[config.mk]
export PLATFORM = sky130hd
export DESIGN_NAME = game_ctrl
export DESIGN_NICKNAME = d
export VERILOG_FILES = /design/src/rtl/game_ctrl.sv
export SDC_FILE = /design/constraint.sdc
export NUM_CORES = 1
export LEC_CHECK = 0
export BUFFER_PORTS_ARGS = -buffer_cell sky130_fd_sc_hd__buf_2
export CORE_MARGIN = 2
export CORE_UTILIZATION = 38
export DETAILED_ROUTE_END_ITERATION = 7
export GPL_TIMING_DRIVEN = 0
export PLACE_DENSITY = 0.53
export SLEW_MARGIN = 20
export SYNTH_ARGS = -nofsm -noshare
export SYNTH_HDL_FRONTEND = slang
export SYNTH_SLANG_ARGS = --single-unit
[constraint.sdc]
create_clock -name clk -period 5.3 [get_ports clk]
set_input_delay 1.325 -clock clk [delete_from_list [all_inputs] [get_ports clk]]
set_output_delay 1.325 -clock clk [all_outputs]
set_load 0.01 [all_outputs]
[src/rtl/game_ctrl.sv]
// Game-flow controller for the snake datapath: menu/countdown/run/pause/over FSM,
// handshaked move -> point-generation step sequence, score and speed-up tracking.
module game_ctrl #(
  parameter int TICK_INIT       = 7_500_000,
  parameter int TICK_MIN        = 2_500_000,
  parameter int TICK_STEP       = 250_000,
  parameter int COUNTDOWN_TICKS = 3,
  parameter int WAIT_TO         = 1024,
  parameter int SCORE_W         = 8
) (
  input  logic               clk,
  input  logic               rst,
  input  logic               left,
  input  logic               right,
  input  logic               move_done,
  input  logic               collision,
  input  logic               gen_done,
  input  logic               ate_point,
  output logic               move_step,
  output logic               gen_step,
  output logic               snake_clr,
  output logic [1:0]         mode,
  output logic [1:0]         countdown,
  output logic [SCORE_W-1:0] score
);

  localparam int CNT_W = $clog2(TICK_INIT + 1);
  localparam int CD_W  = (COUNTDOWN_TICKS < 2) ? 1 : $clog2(COUNTDOWN_TICKS + 1);
  localparam int WT_W  = (WAIT_TO < 2) ? 1 : $clog2(WAIT_TO);

  localparam logic [CNT_W-1:0] PERIOD_INIT = CNT_W'(TICK_INIT);
  localparam logic [CNT_W-1:0] PERIOD_MIN  = CNT_W'(TICK_MIN);
  localparam logic [CNT_W-1:0] PERIOD_STEP = CNT_W'(TICK_STEP);
  localparam logic [CD_W-1:0]  CD_INIT     = CD_W'(COUNTDOWN_TICKS);
  localparam logic [WT_W-1:0]  WAIT_LAST   = WT_W'(WAIT_TO - 1);

  localparam logic [1:0] MODE_MENU  = 2'd0;
  localparam logic [1:0] MODE_GAME  = 2'd1;
  localparam logic [1:0] MODE_PAUSE = 2'd2;
  localparam logic [1:0] MODE_OVER  = 2'd3;

  typedef enum logic [2:0] {
    ST_IDLE,
    ST_CLEAR,
    ST_COUNT,
    ST_RUN,
    ST_MOVE,
    ST_GEN,
    ST_PAUSE,
    ST_OVER
  } state_t;

  state_t             state_reg, state_next;
  logic               left_prev_reg, right_prev_reg;
  logic [CNT_W-1:0]   tick_reg, tick_next;
  logic [CNT_W-1:0]   period_reg, period_next;
  logic [CD_W-1:0]    cd_reg, cd_next;
  logic [WT_W-1:0]    wait_reg, wait_next;
  logic [SCORE_W-1:0] score_reg, score_next;
  logic               move_step_reg, move_step_next;
  logic               gen_step_reg, gen_step_next;
  logic               snake_clr_reg, snake_clr_next;
  logic [1:0]         mode_reg, mode_next;
  logic [1:0]         countdown_reg, countdown_next;

  logic left_edge, right_edge, tick_expired, wait_expired;

  assign left_edge    = left & ~left_prev_reg;
  assign right_edge   = right & ~right_prev_reg;
  assign tick_expired = (tick_reg == period_reg - CNT_W'(1));
  assign wait_expired = (wait_reg == WAIT_LAST);

  // The internal countdown may be wider than the 2-bit display; clamp it at 3.
  generate
    if (CD_W > 2) begin : g_cd_sat
      assign countdown_next = (cd_next > CD_W'(3)) ? 2'd3 : cd_next[1:0];
    end else begin : g_cd_pass
      assign countdown_next = 2'(cd_next);
    end
  endgenerate

  always_comb begin
    state_next     = state_reg;
    tick_next      = tick_reg;
    period_next    = period_reg;
    cd_next        = cd_reg;
    wait_next      = wait_reg;
    score_next     = score_reg;
    move_step_next = 1'b0;
    gen_step_next  = 1'b0;
    snake_clr_next = 1'b0;
    mode_next      = MODE_MENU;

    case (state_reg)
      ST_IDLE: begin
        if (left_edge) begin
          state_next     = ST_CLEAR;
          snake_clr_next = 1'b1;
          score_next     = '0;
          period_next    = PERIOD_INIT;
          cd_next        = CD_INIT;
          tick_next      = '0;
        end
      end

      ST_CLEAR: state_next = ST_COUNT;

      ST_COUNT: begin
        if (tick_expired) begin
          tick_next = '0;
          cd_next   = cd_reg - CD_W'(1);
          if (cd_reg == CD_W'(1)) begin
            state_next = ST_RUN;
          end
        end else begin
          tick_next = tick_reg + CNT_W'(1);
        end
      end

      // A pause request wins over a same-cycle expiry and freezes the count.
      ST_RUN: begin
        if (right_edge) begin
          state_next = ST_PAUSE;
        end else if (tick_expired) begin
          state_next     = ST_MOVE;
          tick_next      = '0;
          wait_next      = '0;
          move_step_next = 1'b1;
        end else begin
          tick_next = tick_reg + CNT_W'(1);
        end
      end

      // A done coinciding with our own request pulse is stale and not accepted.
      ST_MOVE: begin
        if (move_done && !move_step_reg) begin
          if (collision) begin
            state_next = ST_OVER;
          end else begin
            state_next    = ST_GEN;
            wait_next     = '0;
            gen_step_next = 1'b1;
          end
        end else if (wait_expired) begin
          state_next = ST_OVER;
        end else begin
          wait_next = wait_reg + WT_W'(1);
        end
      end

      ST_GEN: begin
        if (gen_done && !gen_step_reg) begin
          if (ate_point) begin
            if (score_reg != '1) begin
              score_next = score_reg + SCORE_W'(1);
            end
            if (32'(period_reg) < 32'(TICK_MIN + TICK_STEP)) begin
              period_next = PERIOD_MIN;
            end else begin
              period_next = period_reg - PERIOD_STEP;
            end
          end
          state_next = ST_RUN;
          tick_next  = '0;
        end else if (wait_expired) begin
          state_next = ST_OVER;
        end else begin
          wait_next = wait_reg + WT_W'(1);
        end
      end

      ST_PAUSE: begin
        if (right_edge) begin
          state_next = ST_RUN;
        end
      end

      ST_OVER: begin
        if (left_edge) begin
          state_next = ST_IDLE;
        end
      end

      default: state_next = ST_IDLE;
    endcase

    case (state_next)
      ST_IDLE:  mode_next = MODE_MENU;
      ST_PAUSE: mode_next = MODE_PAUSE;
      ST_OVER:  mode_next = MODE_OVER;
      default:  mode_next = MODE_GAME;
    endcase
  end

  always_ff @(posedge clk or negedge rst) begin
    if (!rst) begin
      state_reg      <= ST_IDLE;
      left_prev_reg  <= 1'b0;
      right_prev_reg <= 1'b0;
      tick_reg       <= '0;
      period_reg     <= PERIOD_INIT;
      cd_reg         <= '0;
      wait_reg       <= '0;
      score_reg      <= '0;
      move_step_reg  <= 1'b0;
      gen_step_reg   <= 1'b0;
      snake_clr_reg  <= 1'b0;
      mode_reg       <= MODE_MENU;
      countdown_reg  <= 2'd0;
    end else begin
      state_reg      <= state_next;
      left_prev_reg  <= left;
      right_prev_reg <= right;
      tick_reg       <= tick_next;
      period_reg     <= period_next;
      cd_reg         <= cd_next;
      wait_reg       <= wait_next;
      score_reg      <= score_next;
      move_step_reg  <= move_step_next;
      gen_step_reg   <= gen_step_next;
      snake_clr_reg  <= snake_clr_next;
      mode_reg       <= mode_next;
      countdown_reg  <= countdown_next;
    end
  end

  assign move_step = move_step_reg;
  assign gen_step  = gen_step_reg;
  assign snake_clr = snake_clr_reg;
  assign mode      = mode_reg;
  assign countdown = countdown_reg;
  assign score     = score_reg;

endmodule

Word-level counts from Yosys, hierarchy flattened

Index checks and enable logic that the tools add are counted.

Input port bits: 8
Register bits: 76

Order comparisons: 1
Add/sub/neg operators: 6
Reduce and logical (&&, ||, !) cells: 15
Bitwise operators: 4
Mux-type cells: 46
Equality and inequality tests: 22

Operators with widths:

| cell                   | number |
|---|---|
| $mux 23                | 8 |
| $pmux 23 s4            | 1 |
| $mux 10                | 6 |
| $pmux 23 s2            | 1 |
| $mux 8                 | 4 |
| $mux 3                 | 10 |
| $pmux 10 s3            | 1 |
| $pmux 3 s8             | 1 |
| $add 23x1->23 const B  | 1 |
| $eq 23x23->1           | 1 |
| $lt 23x22->1 const B   | 1 |
| $sub 23x1->23 const B  | 1 |
| $sub 23x18->23 const B | 1 |
| $eq 3x3->1 const B     | 6 |
| $ne 2x2->1 const B     | 8 |
| $pmux 8 s2             | 1 |
| $add 10x1->10 const B  | 1 |
| $eq 10x10->1 const B   | 1 |
| $reduce_and 5->1       | 2 |
| $add 8x1->8 const B    | 1 |
| $mux 1                 | 8 |
| $ne 8x8->1 const B     | 1 |
| $reduce_and 4->1       | 2 |
| $eq 3x2->1 const B     | 2 |
| 16 further kinds       | 24 |

Depth between registers and ports, before layout

Depth in word-level cells: 7
Gate-level depth with buffers: 13

Worst setup path before layout

Ideal clock, no wire load.

Path kind: flip-flop to flip-flop
From: register period_reg[4]
To: register tick_reg[3]
Cell stages (with the launch flop): 14
Slack: 2.375 ns
Arrival: 2.796 ns
Data required time: 5.172 ns
Path through: dfrtp_1 -> clkbuf_1 -> inv_1 -> ha_1 -> nor3b_1 -> nand2_1 -> mux2i_1 -> a2111oi_0 -> and3_4 -> a21oi_4 -> buf_6 -> buf_6 -> a21oi_1 -> o22ai_1

Longest elaborated chain between the ends: 5

RTL lines:

| what                   | RTL line | RTL |
|---|---|---|
| from (decl)            | 56       | `logic [CNT_W-1:0] period_reg, period_next;` |
| from (signal assigned) | 215      | `period_reg <= period_next;` |
| $sub 23x1->23 (*)      | 70       | `assign tick_expired = (tick_reg == period_reg - CNT_W'(1));` |
| $eq 23x23->1 (*)       | 70       |  |
| $mux 23 (*)            | 109, 124 |  |
| $mux 23                | 122      | `if (right_edge) begin` |
| $pmux 23 s4 (*)        | 94       | `case (state_reg)` |
| to (signal assigned)   | 214      | `tick_reg <= tick_next;` |
| to (decl)              | 55       | `logic [CNT_W-1:0] tick_reg, tick_next;` |

Every way passes the cells marked *; elsewhere a longest branch is shown, timed or not. The select of a mux whose other input is x is not followed.
A chain may end at the register's enable or synchronous reset.

Worst setup path after layout

From: register period_reg[4]
To: register tick_reg[2]

Same word-level chain as after synthesis.

==> impl_metrics.tcl <==
set metrics [dict create \
    grt_pass1_wl_um 22000 \
    multi_input_area_sq_mm 0.00282 \
    drive_above_1_share 0.123 \
    ys_ff_latch 72 \
    outcome "finished clean" \
    final_hold_viol_count 0 \
    dr_wl_cell_um 16.1 \
    worst_skew_pair.late_latency_ns 0.35 \
    power.static_leakage_uw 0.00226 \
    cts_hold_repair.buffers 0 \
    ctsHtreeMaxLevel 3 \
    vdd.ir_drop.worst_mv 0.194 \
    synth_sequential_area_ratio 0.368 \
    final_common_cell "sky130_fd_sc_hd__dfrtp_1" \
    ys_warn_count 0 \
    design.final.nets 642 \
    number_of_distinct_library_cells_after_synthesis 69 \
    worst_setup_path_start_kind "register" \
    largest_register_ff_count 23 \
    vias_after_detailed_routing 4570 \
    fin_area_sq_mm 0.00554 \
    tightestPinTransition_ns 0.839 \
    grt_remaining_overflow 0 \
    syn_area_per_cell_sq_um 8.28 \
    layout_min_cycle_time_ns 3.67 \
    final.setup_skew_ns 0.00624 \
    detail_route.wirelength_um 13000 \
    gp_congestion 0.904 \
    rows 41 \
    setup-tns-final_ns 0 \
    grtUsageTotal 0.196 \
    fillers 1278 \
    timing.fmax_mhz 272 \
    grt_antenna_before_repair 0 \
    areaGrowthSynthToFinish_pct 12.5 \
    design.portCount 23 \
    cts_max_path_buffers 2 \
    syn-instance-count 595 \
    post-place-cells 790 \
    detail_route.vias_per_cell 5.67 \
    design.die.area_sq_mm 0.0139 \
    cts_tree "yes" \
    core-area_sq_mm 0.0126 \
    first_global_vias 4349 \
    pin_count_of_the_biggest_net_entering_global_routing 38 \
    timing.critical_path.to_type "register" \
    final-seq-area_sq_mm 0.00181 \
    fin_cells 806 \
    die-width_um 118 \
    critical_path_arrival_ns 3.89 \
    synth.cell_area_sq_mm 0.00492 \
    rsz0062_at_grt "false" \
    cts_sinks 72 \
    antenna_violating_nets_post_route 0 \
    critical_path_required_ns 5.52 \
    dp.final_hpwl_um 9520 \
    dominant_register_cell_in_the_synthesized_netlist "sky130_fd_sc_hd__dfrtp_1" \
    synth_top_area_share 0.315 \
    detail_route.first_pass.iterations 5 \
    drc_errors 0 \
    synth.area.top_cells "sky130_fd_sc_hd__dfrtp_1, sky130_fd_sc_hd__dfstp_2, sky130_fd_sc_hd__nand2_1" \
    relSlewSlack 0.426 \
    post_cts_resized 0 \
    die_h_um 118 \
    postSynthNetCount 608 \
    cts_inserted_buffers 9 \
    setup_viol 0 \
    initial_standard_cell_utilization_of_the_core 0.390 \
    cts.clk_slew.worst_paths_ns 0.06 \
    clk_root_buffer_cell "sky130_fd_sc_hd__clkbuf_16" \
    setup_crit_path_kind "register to register" \
    port-buffer-count 22 \
    final.period_utilization 0.693 \
    synth_top_cell_by_area "sky130_fd_sc_hd__dfrtp_1" \
    asyncSetResetFlopFracSynth 1.00 \
    max_cap_viol_count 0 \
    crit_fanout 10 \
    most_frequent_cells_in_the_layout "sky130_fd_sc_hd__dfrtp_1, sky130_fd_sc_hd__nand2_1, sky130_fd_sc_hd__nor2_1, sky130_fd_sc_hd__nand3_1, sky130_fd_sc_hd__a31oi_1" \
    worst_hold_path_type "register to register" \
    post_dp_cell_area_sq_mm 0.00527 \
    final-max-slew-violation-count 0 \
    drtIter0Drc 286 \
    cts_post_setup_buffers_inserted 0 \
    antenna_cells 0 \
    powerDensity_mw_per_mm2 481 \
    synth_edf_count 0 \
]
==> worst max-delay path, stage by stage, from the launching register on <==
cell	delay (ns)
sky130_fd_sc_hd__dfrtp_1	0.35
sky130_fd_sc_hd__clkbuf_1	0.21
sky130_fd_sc_hd__inv_1	0.13
sky130_fd_sc_hd__ha_1	0.26
sky130_fd_sc_hd__nor3b_1	0.46
sky130_fd_sc_hd__nand2_1	0.17
sky130_fd_sc_hd__mux2i_1	0.15
sky130_fd_sc_hd__a2111oi_1	0.77
sky130_fd_sc_hd__and3_4	0.34
sky130_fd_sc_hd__a21oi_4	0.10
sky130_fd_sc_hd__buf_6	0.19
sky130_fd_sc_hd__nand2_1	0.28
sky130_fd_sc_hd__o22ai_1	0.14
==> per-layer routing <==
| layer | vias to the layer above | share of wire | track usage |
|---|---|---|---|
| met2 | 117 | 0.44 | 0.293 |
| met3 | 23 | 0.040 | 0.0465 |
| li1 | 2242 | - | - |
| met5 | - | 0 | 0 |
| met4 | 0 | 0.023 | 0.0723 |
| met1 | 2188 | 0.49 | 0.274 |
==> synthesized netlist by cell type (10+ instances only) <==
cell type and count:
sky130_fd_sc_hd__a21oi_1 29, sky130_fd_sc_hd__a31oi_1 33, sky130_fd_sc_hd__clkbuf_1 24, sky130_fd_sc_hd__dfrtp_1 62, sky130_fd_sc_hd__dfstp_2 10, sky130_fd_sc_hd__inv_1 26, sky130_fd_sc_hd__nand2_1 61, sky130_fd_sc_hd__nand2b_1 12
sky130_fd_sc_hd__nand3_1 39, sky130_fd_sc_hd__nand4_1 15, sky130_fd_sc_hd__nor2_1 52, sky130_fd_sc_hd__nor3_1 21, sky130_fd_sc_hd__nor4_1 10, sky130_fd_sc_hd__o21ai_0 21, sky130_fd_sc_hd__xnor2_1 24
==> kinds of logic after synthesis <==
kind of cell | count (synthesis) | synth area share
compound gates | 143 | 0.196
xor+xnor | 30 | 0.0534
fa+ha+maj | 5 | 0.0127
buf+inv | 66 | 0.0600
flops | 72 | 0.368
mux | 10 | 0.0206
simple gates | 269 | 0.289
==> metrics by stage <==
stage | utilization | setup WS, ns | hold WS, ns | total power [uW]
after floorplan | - | 2.38 | 0.465 | 1760
after global placement | 0.416 | 1.42 | 0.496 | 2070
after detailed placement | 0.418 | 1.36 | 0.493 | 2080
after CTS | 0.439 | 1.33 | 0.506 | 2670
after global routing | 0.439 | 1.33 | 0.526 | 2870
final | 0.439 | 1.63 | 0.511 | 2660
==> worst paths after layout <==
kind / start / to / slack, ns / cells past startpoint
min in group asynchronous: rst / period_reg[9] / 0.93 / 1
worst min-delay path: period_reg[22] / period_reg[22] / 0.51 / 2
worst max-delay path: period_reg[4] / tick_reg[2] / 1.63 / 12
max in group asynchronous: rst / period_reg[7] / 3.76 / 2
worst max register to register: period_reg[4] / tick_reg[2] / 1.63 / 12
worst min register to register: period_reg[22] / period_reg[22] / 0.51 / 2
==> power by group <==
group | internal, uW | total, uW | switching [uW]
Clock | 328 | 570 | 241
Sequential | 686 | 767 | 80.5
Combinational | 479 | 1330 | 850
==> layout make-up <==
type,count,area share
Buffer,40,0.0357
Inverter,26,0.0176
Tap cell,172,0.0388
Clock inverter,3,0.00316
Clock buffer,13,0.0452
Sequential cell,72,0.327
Timing Repair Buffer,23,0.0239
Multi-Input combinational cell,457,0.508
(Power assumes the default switching activity.)
